`src/rtl/fnd_pkg.sv`:
```
// Shared constants for the 4-digit FND scan controller: FSM state codes,
// active-low segment patterns and the BCD-to-segment lookup.
package fnd_pkg;

   localparam int NUM_DIGITS = 4;

   localparam logic [1:0] ST_OFF = 2'd0;
   localparam logic [1:0] ST_ON  = 2'd1;
   localparam logic [1:0] ST_GAP = 2'd2;

   // Active-low, bit 7 = dp, bits 6..0 = g..a
   localparam logic [7:0] SEG_0       = 8'hC0;
   localparam logic [7:0] SEG_1       = 8'hF9;
   localparam logic [7:0] SEG_2       = 8'hA4;
   localparam logic [7:0] SEG_3       = 8'hB0;
   localparam logic [7:0] SEG_4       = 8'h99;
   localparam logic [7:0] SEG_5       = 8'h92;
   localparam logic [7:0] SEG_6       = 8'h82;
   localparam logic [7:0] SEG_7       = 8'hF8;
   localparam logic [7:0] SEG_8       = 8'h80;
   localparam logic [7:0] SEG_9       = 8'h90;
   localparam logic [7:0] SEG_DP_ONLY = 8'h7F;
   localparam logic [7:0] SEG_BLANK   = 8'hFF;

   function automatic logic [7:0] seg_code(input logic [3:0] bcd);
      logic [7:0] code;
      case (bcd)
         4'd0:    code = SEG_0;
         4'd1:    code = SEG_1;
         4'd2:    code = SEG_2;
         4'd3:    code = SEG_3;
         4'd4:    code = SEG_4;
         4'd5:    code = SEG_5;
         4'd6:    code = SEG_6;
         4'd7:    code = SEG_7;
         4'd8:    code = SEG_8;
         4'd9:    code = SEG_9;
         4'hA:    code = SEG_DP_ONLY;
         default: code = SEG_BLANK;
      endcase
      return code;
   endfunction

endpackage

```
`src/rtl/fnd_scan_timer.sv`:
```
// Dwell timer for the FND scanner: counts cycles spent lit (ON) and blanked
// (GAP) and strobes expire on the last cycle of each.
module fnd_scan_timer
   import fnd_pkg::*;
#(
   parameter int PRESCALE     = 100000,
   parameter int BLANK_CYCLES = 8
) (
   input  logic       clk,
   input  logic       rst_n,
   input  logic [1:0] state,
   input  logic       clear,
   output logic       on_expire,
   output logic       gap_expire
);

   localparam int PW = $clog2(PRESCALE + 1);
   localparam int GW = (BLANK_CYCLES > 0) ? $clog2(BLANK_CYCLES + 1) : 1;
   localparam logic [PW-1:0] ON_LAST  = PW'(PRESCALE - 1);
   localparam logic [GW-1:0] GAP_LAST = GW'((BLANK_CYCLES > 0) ? BLANK_CYCLES - 1 : 0);

   logic [PW-1:0] on_count;
   logic [GW-1:0] gap_count;

   // The top pulses clear on every state/digit change, so each dwell starts at 0
   always_ff @(posedge clk or negedge rst_n) begin
      if (!rst_n) begin
         on_count  <= '0;
         gap_count <= '0;
      end else if (clear) begin
         on_count  <= '0;
         gap_count <= '0;
      end else begin
         if (state == ST_ON)  on_count  <= on_count + PW'(1);
         if (state == ST_GAP) gap_count <= gap_count + GW'(1);
      end
   end

   assign on_expire  = (state == ST_ON)  && (on_count == ON_LAST);
   assign gap_expire = (state == ST_GAP) && (gap_count == GAP_LAST);

endmodule

```
`src/rtl/fnd_scan_controller.sv`:
```
// 4-digit common-anode FND scanner with inter-digit blanking and per-frame
// input snapshot. Optional leading-zero blanking via FND_LEADING_ZERO_BLANK_EN.
module fnd_scan_controller
   import fnd_pkg::*;
#(
   parameter int PRESCALE     = 100000,
   parameter int BLANK_CYCLES = 8
) (
   input  logic                  i_clk,
   input  logic                  i_reset_n,
   input  logic                  i_en,
   input  logic [15:0]           i_digits,
   input  logic [NUM_DIGITS-1:0] i_dp,
   output logic [NUM_DIGITS-1:0] o_fndSelect,
   output logic [7:0]            o_fndData,
   output logic [1:0]            o_digitIdx,
   output logic                  o_frameStart
);

   logic [1:0]            state, state_nxt;
   logic [1:0]            idx, idx_nxt;
   logic                  take_snap, transition;
   logic                  on_expire, gap_expire;
   logic [15:0]           snap_digits, snap_digits_nxt;
   logic [NUM_DIGITS-1:0] snap_dp, snap_dp_nxt;
   logic [3:0]            nibble;
   logic                  lead_zero;
   logic [7:0]            code;
   logic [NUM_DIGITS-1:0] select_nxt;
   logic [7:0]            data_nxt;

   fnd_scan_timer #(
      .PRESCALE     (PRESCALE),
      .BLANK_CYCLES (BLANK_CYCLES)
   ) timer (
      .clk        (i_clk),
      .rst_n      (i_reset_n),
      .state      (state),
      .clear      (transition),
      .on_expire  (on_expire),
      .gap_expire (gap_expire)
   );

   // Snapshot is only refreshed when the scan lands on digit 0
   always_comb begin
      state_nxt = state;
      idx_nxt   = idx;
      take_snap = 1'b0;
      if (!i_en) begin
         state_nxt = ST_OFF;
         idx_nxt   = 2'd0;
      end else begin
         case (state)
            ST_OFF: begin
               state_nxt = ST_ON;
               idx_nxt   = 2'd0;
               take_snap = 1'b1;
            end
            ST_ON: begin
               if (on_expire) begin
                  if (BLANK_CYCLES > 0) begin
                     state_nxt = ST_GAP;
                  end else begin
                     idx_nxt   = idx + 2'd1;
                     take_snap = (idx == 2'd3);
                  end
               end
            end
            ST_GAP: begin
               if (gap_expire) begin
                  state_nxt = ST_ON;
                  idx_nxt   = idx + 2'd1;
                  take_snap = (idx == 2'd3);
               end
            end
            default: begin
               state_nxt = ST_OFF;
               idx_nxt   = 2'd0;
            end
         endcase
      end
   end

   assign transition      = (state_nxt != state) || (idx_nxt != idx);
   assign snap_digits_nxt = take_snap ? i_digits : snap_digits;
   assign snap_dp_nxt     = take_snap ? i_dp : snap_dp;
   assign nibble          = snap_digits_nxt[{idx_nxt, 2'b00} +: 4];

`ifdef FND_LEADING_ZERO_BLANK_EN
   always_comb begin
      lead_zero = 1'b0;
      case (idx_nxt)
         2'd3:    lead_zero = (snap_digits_nxt[15:12] == 4'd0);
         2'd2:    lead_zero = (snap_digits_nxt[15:8] == 8'd0);
         2'd1:    lead_zero = (snap_digits_nxt[15:4] == 12'd0);
         default: lead_zero = 1'b0;
      endcase
   end
`else
   assign lead_zero = 1'b0;
`endif

   // Outputs are computed from next-state values so they change on the transition edge
   always_comb begin
      code = lead_zero ? SEG_BLANK : seg_code(nibble);
      if (snap_dp_nxt[idx_nxt]) code[7] = 1'b0;
      select_nxt = 4'hF;
      data_nxt   = SEG_BLANK;
      if (state_nxt == ST_ON) begin
         select_nxt = ~(4'b0001 << idx_nxt);
         data_nxt   = code;
      end
   end

   always_ff @(posedge i_clk or negedge i_reset_n) begin
      if (!i_reset_n) begin
         state        <= ST_OFF;
         idx          <= 2'd0;
         snap_digits  <= '0;
         snap_dp      <= '0;
         o_fndSelect  <= 4'hF;
         o_fndData    <= SEG_BLANK;
         o_frameStart <= 1'b0;
      end else begin
         state        <= state_nxt;
         idx          <= idx_nxt;
         snap_digits  <= snap_digits_nxt;
         snap_dp      <= snap_dp_nxt;
         o_fndSelect  <= select_nxt;
         o_fndData    <= data_nxt;
         o_frameStart <= take_snap;
      end
   end

   assign o_digitIdx = idx;

endmodule

```
`config.mk`:
```
export PLATFORM = sky130hd
export DESIGN_NAME = fnd_scan_controller
export DESIGN_NICKNAME = d
export VERILOG_FILES = /design/src/rtl/fnd_pkg.sv /design/src/rtl/fnd_scan_timer.sv /design/src/rtl/fnd_scan_controller.sv
export SDC_FILE = /design/constraint.sdc
export NUM_CORES = 1
export LEC_CHECK = 0
export CAP_MARGIN = 20
export CELL_PAD_IN_SITES_DETAIL_PLACEMENT = 1
export CELL_PAD_IN_SITES_GLOBAL_PLACEMENT = 2
export CORE_ASPECT_RATIO = 0.6
export CORE_MARGIN = 3
export CORE_UTILIZATION = 39
export DETAILED_ROUTE_END_ITERATION = 12
export PLACE_DENSITY_LB_ADDON = 0.2
export SLEW_MARGIN = 20
export SYNTH_ARGS = -nofsm -noshare
export SYNTH_HDL_FRONTEND = slang
export SYNTH_SLANG_ARGS = --single-unit
```
`constraint.sdc`:
```
create_clock -name i_clk -period 8.2 [get_ports i_clk]
set_input_delay 0.82 -clock i_clk [delete_from_list [all_inputs] [get_ports i_clk]]
set_output_delay 0.82 -clock i_clk [all_outputs]
set_load 0.05 [all_outputs]
```
==> reports/metrics.csv <==
stage,metric,value,unit
grt,grt_start_max_net_pins,59,
synthesis,synth_top_area_share,39.4,%
die,die_area,8610,um2
sta,rsz0062_at_grt,false,
die,coreArea,6960,um2
sta,setup_ws,4.27,ns
synthesis,ys.flop_type,dfrtp_1,
route,drt_iter0_drc,104,
power_and_ir_drop,power_density,233,nW/um2
worst_setup_path,critical_path_class,flop to flop,
sta,setup_viol,0,
synthesis,synth_top_area_cell,dfrtp_1,
route,drt_first_pass_iters,4,
power_and_ir_drop,power_leakage,1.50,nW
synthesis,synth_area_per_cell,11.2,um2
synthesis,synth_most_common_cell,dfrtp_1,
sta,fin_setup_tns,0,ns
grt,grt_pass1_vias,2185,
synthesis,synthTopCellsByCount,"dfrtp_1 (46), nor2_1 (40), mux2_2 (25)",
worst_setup_path,worstPathRequired,8.45,ns
worst_setup_path,cp.arrival,4.17,ns
synthesis,synth_nets,296,
die,io_pins,38,
sta,fin_crit_sh,47.9,%
finish,num_antenna_cells,0,
run_status,status,finished clean,
cts,cts.sinks,58,
sta,finalHoldViolations,0,
sta,max_freq,255,MHz
route,ant_nets,0,
finish,layout-drive-gt1-share,19.2,%
power_and_ir_drop,p_comb_share,20.3,%
synthesis,yosysSeqAreaShare,50.1,%
route,wl_per_cell,16.6,um
power_and_ir_drop,ir_drop,0.000125,V
place,dp_slack,4.28,ns
synthesis,synth_area_leaders,"dfrtp_1 (39%), dfstp_2 (11%), mux2_2 (9.6%)",
synthesis,synth_edf_count,0,
place,port_buffers,37,
finish,syn2layout_area_growth,24.8,%
route,drc,0,
sta,slew_headroom,27.2,%
die,die_x,118,um
cts,cts_tree,built,
flow_run,cap_violations,0,
sta,slew_violations,0,
power_and_ir_drop,power_frac_clock,40.2,%
route,routed-via-count,2017,
cts,clkSlewWorstSetupHoldPaths,0.05,ns
route,drt-total-wl,6770,um
place,post-dp-hpwl,4740,um
power_and_ir_drop,power_frac_seq,39.5,%
synthesis,syn_inst,261,
cts,cts-resized-gates,0,
grt,track_usage,17.2,%
power_and_ir_drop,switchingPower,0.000234,W
worst_setup_path,startpoint_type,flop,
route,via_per_inst,4.96,
synthesis,ys_async_sr_fraction,100,%
sta,skew,0.00545,ns
worst_setup_path,endpoint_kind,flop,
sta,fin_crit,3.93,ns
worst_hold_path,worstHoldPathType,flop to flop,
grt,grt_overflow_total,0,
cts,cts_max_level,3,
synthesis,synth_cell_types,45,
cts,cts_setup_buffers,0,
power_and_ir_drop,intPower,0.000615,W
power_and_ir_drop,p_sw_share,27.6,%
worst_setup_path,cp_max_fo,21,
cts,holdBufCountCts,0,
die,start_util,42.0,%
synthesis,yosysWarnings,0,
synthesis,ys_ff_latch,58,
finish,nets,337,
cts,cts_made_buffers,9,
place,gp_congestion,0.769,
grt,grt_pass1_wl,11600,um
power_and_ir_drop,power.total,0.000849,W
cts,ctsRootBufferMaster,clkbuf_16,
die,die_height,73.1,um
grt,antenna_found_initial,0,
sta,worst-slew-pin-transition,1.09,ns
die,rows,23,
cts,clk_latency,0.32,ns
synthesis,syn_area,2920,um2
cts,clk_path_buf_depth,2,
[power by group through the flow]
stage | clock [W] | combinational [W] | sequential (W)
floorplan | 0 | 0.0000875 | 0.000367
global placement | 0 | 0.000170 | 0.000339
detailed placement | 0 | 0.000172 | 0.000340
CTS | 0.000349 | 0.000174 | 0.000336
global route | 0.000363 | 0.000189 | 0.000339
finish | 0.000341 | 0.000172 | 0.000336
[sequential cells by signal, summed over array words and instances (netlist names)]
name	count
timer.on_count	17
snap_digits	16
o_frameStart	1
o_fndSelect	4
state	2
o_digitIdx	2
o_fndData	8
snap_dp	4
timer.gap_count	4
[cells by family (layout without fill, tap and decap cells)]
kind of cell               count (synthesis)  in the layout  share of synthesized area, %
muxes                                     41             41                          15.4
AOI/OAI and AO/OA                         25             25                          6.25
and+or+nand+nor                           86             86                          14.1
xor gates and xnor gates                  20             20                          5.99
DFF                                       58             58                          50.1
adders and majority gates                 12             12                          5.13
buffers and inverters                     19             65                          3.04
[layer usage]
layer	vias to the layer above	GRT usage (%)	share of wire (%)
met4	0	4.29	0.72
met1	988	26.3	55
met2	36	23.4	40
met3	7	5.50	3.9
met5	-	0	0
li1	986	-	-
[through the flow]
| step | cells | util, % | hold WS (ns) | cell area [um2] |
|---|---|---|---|---|
| finish | 407 | 52.4 | 0.493 | 3650 |
| global route | 407 | 52.4 | 0.509 | 3650 |
| CTS | 407 | 52.4 | 0.494 | 3650 |
| detailed placement | 391 | 48.5 | 0.484 | 3380 |
| global placement | 391 | 48.5 | 0.479 | 3380 |
| floorplan | 261 | - | 0.467 | 2920 |
[critical path, cell delays in order, from the launching register on]
cell and delay, ns:
dfrtp_1 0.45, inv_1 0.14, ha_1 0.33, and4b_4 0.28, o21ai_2 0.83, mux2_2 0.33
mux2i_1 0.10, mux2i_1 0.81, mux2_2 0.41, a32oi_1 0.15
[area by class of cell]
type | count | area [um2]
Fill cell | 769 | 3310
Clock buffer | 16 | 272
Multi-Input combinational cell | 184 | 1370
Timing Repair Buffer | 39 | 380
Inverter | 10 | 37.5
Sequential cell | 58 | 1470
Tap cell | 100 | 125
[cell usage in the layout (no fill, tap or decap), types with 7 or more instances in the layout]
cell type,Yosys,layout
nand2_1,14,14
dfrtp_1,46,46
inv_1,10,10
xor2_1,13,13
dfstp_2,12,12
nor2_1,40,40
xnor2_1,7,7
ha_1,12,12
clkbuf_16,0,9
nand4_1,8,8
mux2_2,25,25
mux2i_1,14,14
clkdlybuf4s50_1,0,36
[path summary, 6_finish.rpt]
path,startpoint,endpoint,slack (ns),cells after the start
max,state[0]$_DFF_PN0_,o_fndData[4]$_DFF_PN1_,4.27,9
min,snap_digits[2]$_DFF_PN0_,snap_digits[2]$_DFF_PN0_,0.49,1
max reg2reg,state[0]$_DFF_PN0_,o_fndData[4]$_DFF_PN1_,4.27,9
min reg2reg,snap_digits[2]$_DFF_PN0_,snap_digits[2]$_DFF_PN0_,0.49,1
max in group asynchronous,i_reset_n,snap_digits[2]$_DFF_PN0_,7.06,2
min in group asynchronous,i_reset_n,timer.on_count[6]$_DFFE_PN0P_,0.65,2
(Power assumes the default switching activity.)
==> RTL edit 1: new RTL, same flow settings <==
Build with the macro `FND_LEADING_ZERO_BLANK_EN` defined.
--- a/src/rtl/fnd_scan_controller.sv
+++ b/src/rtl/fnd_scan_controller.sv
@@ -1,5 +1,7 @@
 // 4-digit common-anode FND scanner with inter-digit blanking and per-frame
 // input snapshot. Optional leading-zero blanking via FND_LEADING_ZERO_BLANK_EN.
+`define FND_LEADING_ZERO_BLANK_EN
+
 module fnd_scan_controller
    import fnd_pkg::*;
 #(
Behaviour: same outputs for any inputs over 10 cycles, from zero or initial values and one cycle with i_reset_n low; that may be too few to reach the edited logic, so the function may still have changed.
==> RTL edit 1 against the unedited design <==
- total power up 1.7%
- sequential cell count unchanged
- setup slack better by 0.090 ns
- via count up 8.0%
- wire length up 14%
- global-route usage up 1.4 points
- cell area up 5.6%
- sequential power down 2%
- clock power up 12%
- area after synthesis up 5.8%
- critical path depth up 3
==> RTL edit 1: results (changes against the unedited design) <==
- Met2 track demand over resource: 23.7% (+0.33 points)
* Placed Cells incl. Taps: 407 (+4.1%)
- Final wirelength: 7.75 mm (+14%)
* Clock-cell share of area: 7.92% (+0.49 points)
- The sum of net half-perimeters after detailed placement was 5.49 mm (+16%).
* Multi-input gates: 197 (+7.1%)
* Fin Hold WS: 0.494 ns (+0.000368 ns)
- By count the netlist is led by dfrtp_1, nor2_1, mux2_2, nand2_1, xor2_1.
* Final-stage net count: 349 (+3.6%)
* Seq cells: 58 (unchanged)
* Non-clock buffer share of cell area: 9.87% (-0.55 points)
- The met3 capacity usage during global routing came to 5.86% (+0.36 points).
* Total global routing track utilization: 18.6% (+1.4 points)
* Multiplexer share of the synthesized area: 16.4% (+1.1 points)
* Non-clock inverter instance count of the final layout: 9 (-1)
* Cell area reported after detailed placement: 3540 µm² (+4.9%)
* Routed via count: 2178 (+8.0%)
- Cell count after synthesis: 272 (+4.2%)
- Layout filler cell count: 781 (+1.6%)
- The register share of total power was 38.0% (-1.5 points).
- The worst relative slew slack is 47.5% (+20 points).
- Register-to-register setup slack: 4.36 ns (+0.09 ns)
* Post-synthesis xor/xnor area fraction: 5.66% (-0.33 points)
- The number of global-route vias before repair is 2315 (+5.9%).
* Met1 Track Usage GR: 28.8% (+2.5 points)
- Worst stage delay on the critical path: 0.69 ns (-0.14 ns)
* Net count after synthesis: 307 (+3.7%)
- The number of clock buffer instances in the layout was 11 (-5).
* Clock buffer depth: 2 (unchanged)
- Violation count after the first detailed-route iteration: 110 (+5.8%)
- Register area share after synthesis: 47.4% (-2.8 points)
- Slowest stage cell on the critical path: o21ai_4
* RePlAce Congestion: 0.810 (+5.4%)
- Filler-free cell count of the finished design: 423 (+3.9%)
- Worst setup timing slack at the placement stage: 4.23 ns (-0.0499 ns)
- The cell depth of the worst flop-to-flop path came to 12 (+3).
- The multi-input gate share of total cell area is 39.8% (+2.2 points).
- The clock network power share is 44.2% (+4.0 points).
- Maximum fanout along the worst path: 25 (+19%)
- Share of layout cells above drive strength 1: 24.5% (+5.2 points)
- Share of synthesized cell area in full adder, half adder and majority cells: 4.85% (-0.28 points)
* Worst voltage drop across the vdd grid: 0.110 mV (-12%)
* Start point of the worst min-delay path: snap_dp[3]
* Run status: finished, final reports clean
* LEAKAGE: 1.66 nW (+11%)
- Count of unique library cells instantiated by Yosys: 49 (+8.9%)
- Compound-Gate Fraction of Synth Area: 6.27% (+0.020 points)
- The global-route wire length before repair is 12.6 mm (+8.0%).
- In the final layout, the registers with the most flip-flops are timer.on_count (17), snap_digits (16), o_fndData (8).
## RTL edit 1: changes by cell type after synthesis, sizes merged, moves of 5 or more
cell,before,now
nor2,42,31
nand2,14,21
and3,1,7
mux2,25,31
nor3,1,6
o22a,0,5
## RTL edit 1: routing by layer
metal / wire length (µm) / share of wire [%]
met1: 4320 / 56
met2: 2930 / 38
met3: 400 / 5.2
met4: 102 / 1.3
met5: 0 / 0
## RTL edit 1: stage by stage
| step | total power [mW] | utilization [%] |
|---|---|---|
| after detailed placement | 0.485 | 47.4 |
| after global routing | 0.904 | 51.5 |
| after floorplan | 0.432 | - |
| after CTS | 0.873 | 51.5 |
| final | 0.864 | 51.5 |
| after global placement | 0.482 | 47.4 |
## RTL edit 1: worst paths after layout
kind                             endpoint
max                          o_fndData[7]
min                            snap_dp[3]
max reg2reg                  o_fndData[7]
min reg2reg                    snap_dp[3]
max in group asynchronous        state[1]
min in group asynchronous  snap_digits[4]
==> RTL edit 2: new RTL, same settings <==
Without the edit above. Add an input register stage for `i_en`, `i_digits` and `i_dp`, cleared by the reset; this delays them by one clock.
--- a/src/rtl/fnd_scan_controller.sv
+++ b/src/rtl/fnd_scan_controller.sv
@@ -16,6 +16,22 @@
    output logic [1:0]            o_digitIdx,
    output logic                  o_frameStart
 );
+
+   logic i_en_q;
+   logic [15:0] i_digits_q;
+   logic [NUM_DIGITS-1:0] i_dp_q;
+
+   always_ff @(posedge i_clk or negedge i_reset_n) begin
+      if (!i_reset_n) begin
+         i_en_q     <= '0;
+         i_digits_q <= '0;
+         i_dp_q     <= '0;
+      end else begin
+         i_en_q     <= i_en;
+         i_digits_q <= i_digits;
+         i_dp_q     <= i_dp;
+      end
+   end
 
    logic [1:0]            state, state_nxt;
    logic [1:0]            idx, idx_nxt;
@@ -46,7 +62,7 @@
       state_nxt = state;
       idx_nxt   = idx;
       take_snap = 1'b0;
-      if (!i_en) begin
+      if (!i_en_q) begin
          state_nxt = ST_OFF;
          idx_nxt   = 2'd0;
       end else begin
@@ -82,8 +98,8 @@
    end
 
    assign transition      = (state_nxt != state) || (idx_nxt != idx);
-   assign snap_digits_nxt = take_snap ? i_digits : snap_digits;
-   assign snap_dp_nxt     = take_snap ? i_dp : snap_dp;
+   assign snap_digits_nxt = take_snap ? i_digits_q : snap_digits;
+   assign snap_dp_nxt     = take_snap ? i_dp_q : snap_dp;
    assign nibble          = snap_digits_nxt[{idx_nxt, 2'b00} +: 4];
 
 `ifdef FND_LEADING_ZERO_BLANK_EN
Formal check against the unedited RTL: not equivalent (Yosys sat finds a counterexample within 4 cycles, from zero or initial values and one cycle with i_reset_n low).
==> RTL edit 2 against the unedited design <==
- wire length increased by 7.3%
- total power up 17%
- first-iteration DRC count increased by 26%
- global-route usage decreased by 1.3 points
- setup slack better by 0.21 ns
- final cell count grew 6.1%
- combinational power down 7%
- sequential cell count rose by 21
- maximum frequency rose by 5.5%
- area after synthesis is 18% higher
- cell area up 15%
- largest power group is now sequential cells
- highest routed layer unchanged
==> RTL edit 2: results (changes against the unedited design) <==
- The run finished with clean final reports.
- Max-slew violation count: 0 (unchanged)
* Worst voltage drop across the vdd grid: 0.110 mV (-12%)
- Worst Reg2Reg Path Length in Cells: 11 (+2)
- The path class of the tightest hold or removal check is input port to async pin.
* Async SR Flop Fraction: 100% (unchanged)
- By area the synthesized netlist is led by dfrtp_1, dfstp_2, mux2_2, ha_1, mux2i_1.
* Yosys Warn Count: 0 (unchanged)
- H-tree level count: 3 (unchanged)
* Total of buffers placed on input and output ports: 37 (unchanged)
* Post-synthesis xor/xnor area fraction: 4.82% (-1.2 points)
* Slowest stage cell on the critical path: a211oi_4
* HPWL after DPL: 4.99 mm (+5.2%)
* Post-detailed-route via-to-cell ratio: 5.02 (+1.3%)
- The aggregate global-route resource usage was 15.9% (-1.3 points).
* Maximum fanout along the worst path: 15 (-29%)
- Count of unique library cells instantiated by Yosys: 51 (+13%)
- The compound-gate portion of the synthesized area is 5.14% (-1.1 points).
- The share of post-route cells with drive strength above 1 is 19.1% (-0.082 points).
* Logic gate share of total power: 16.0% (-4.3 points)
* RePlAce Congestion: 0.812 (+5.7%)
* Relative contribution of the clock network to total power: 39.6% (-0.6 points)
- The diode insertion count for antenna repair came to 0 (unchanged).
- The number of antenna violations at the first check in global routing came to 0 (unchanged).
- Net count after synthesis: 315 (+6.4%)
- The global-route wire length before repair was 12.3 mm (+5.6%).
* Relative slew margins: 35.3% (+8.2 points)
- The peak per-stage delay on the critical path was 0.75 ns (-0.08 ns).
* Share of synthesized cell area in full adder, half adder and majority cells: 4.35% (-0.79 points)
- Fin Hold WS: 0.493 ns (-0.0000800 ns)
- The proportion of synthesized chip area in sequential cells is 57.7% (+7.5 points).
* CP delay by family, top: compound AO/OA/AOI/OAI gates
- In this run the critical register-to-register path is captured at o_fndData[5].
* Ranking of synthesized cells by instance count: dfrtp_1, nor2_1, mux2_2, mux2i_1, nand2_1
- The worst register-to-register path begins at state[0].
* Number of buffers created by CTS: 9 (unchanged)
* Cell at the root of the clock tree: clkbuf_16
- Post-Route Skew: 0.00808 ns (+0.00263 ns)
- The routed wire length is 7.26 mm (+7.3%).
- The number of global-route vias before repair was 2334 (+6.8%).
- The arrival time at the worst endpoint came to 3.98 ns (-0.19 ns).
- Number of buffers added for setup after CTS: 0 (unchanged)
* Cells resized by post-CTS repair: 0 (unchanged)
- In the final layout, the registers with the most flip-flops are timer.on_count (17), i_digits_q (16), snap_digits (16).
- Multiplexer share of the synthesized area: 12.2% (-3.1 points)
* Register-to-register setup slack: 4.48 ns (+0.21 ns)
- The clock network latency to the later pin of the worst-skew pair was 0.34 ns (+0.02 ns).
- The net switching power came to 0.264 mW (+13%).
* Maximum number of pins on one net before global-route repair: 80 (+36%)
- Comb group: 0.160 mW (-7%)
- LEAKAGE: 1.74 nW (+16%)
- Violation count after the first detailed-route iteration: 131 (+26%)
- Worst-path clk slew: 0.06 ns
* Final-stage net count: 354 (+5.0%)
* Router iterations before antenna repair: 4 (unchanged)
RTL edit 2: changes by cell type after synthesis, moves of 3 or more:
| cell | unedited run | this run |
|---|---|---|
| dfrtp_1 | 46 | 67 |
| nor3_1 | 1 | 6 |
| xor2_1 | 13 | 8 |
| xnor2_1 | 7 | 11 |
| nor2_1 | 40 | 32 |
| nand4_1 | 8 | 5 |
RTL edit 2: routing by layer:
layer  track usage, %  wire, µm  vias up
met4             4.18        60        0
met1             23.7      3820     1076
li1                 -         -     1036
met2             21.8      2980       49
met5                0         0        -
met3             5.71       410        7
RTL edit 2: worst register-to-register path, stage by stage (launching register included):
cell and delay, ns:
dfrtp_1 0.44, inv_1 0.14, ha_1 0.33, and4b_4 0.33, nor2_2 0.06, a211oi_4 0.75, mux2i_1 0.17, mux2i_1 0.52
inv_1 0.19, ha_1 0.25, or2_2 0.29, a31oi_1 0.17
RTL edit 2: worst max path at each step:
stage / startpoint / slack (ns) / endpoint
after floorplan: state[1] / 5.20 / o_fndData[5]
after CTS: state[0] / 4.44 / o_fndData[5]
after global placement: state[0] / 4.32 / o_fndData[5]
after detailed placement: state[0] / 4.47 / o_fndData[5]
final: state[0] / 4.48 / o_fndData[5]
after global routing: state[0] / 4.10 / o_fndData[5]
RTL edit 2: final cells by class:
class,count,area (µm²)
repair buffers,39,390
well taps,108,135
clock buffers,11,233
multi-input cells,182,1370
inverters,8,30.0
fillers,847,4010
flip-flops and latches,79,1990
clock inverters,5,60.1
RTL edit 2: metrics by stage:
stage | utilization [%] | instance area, µm² | instances
detailed placement | 47.6 | 3920 | 416
CTS | 51.2 | 4210 | 432
floorplan | - | 3450 | 280
global placement | 47.5 | 3910 | 415
finish | 51.2 | 4210 | 432
global route | 51.2 | 4210 | 432
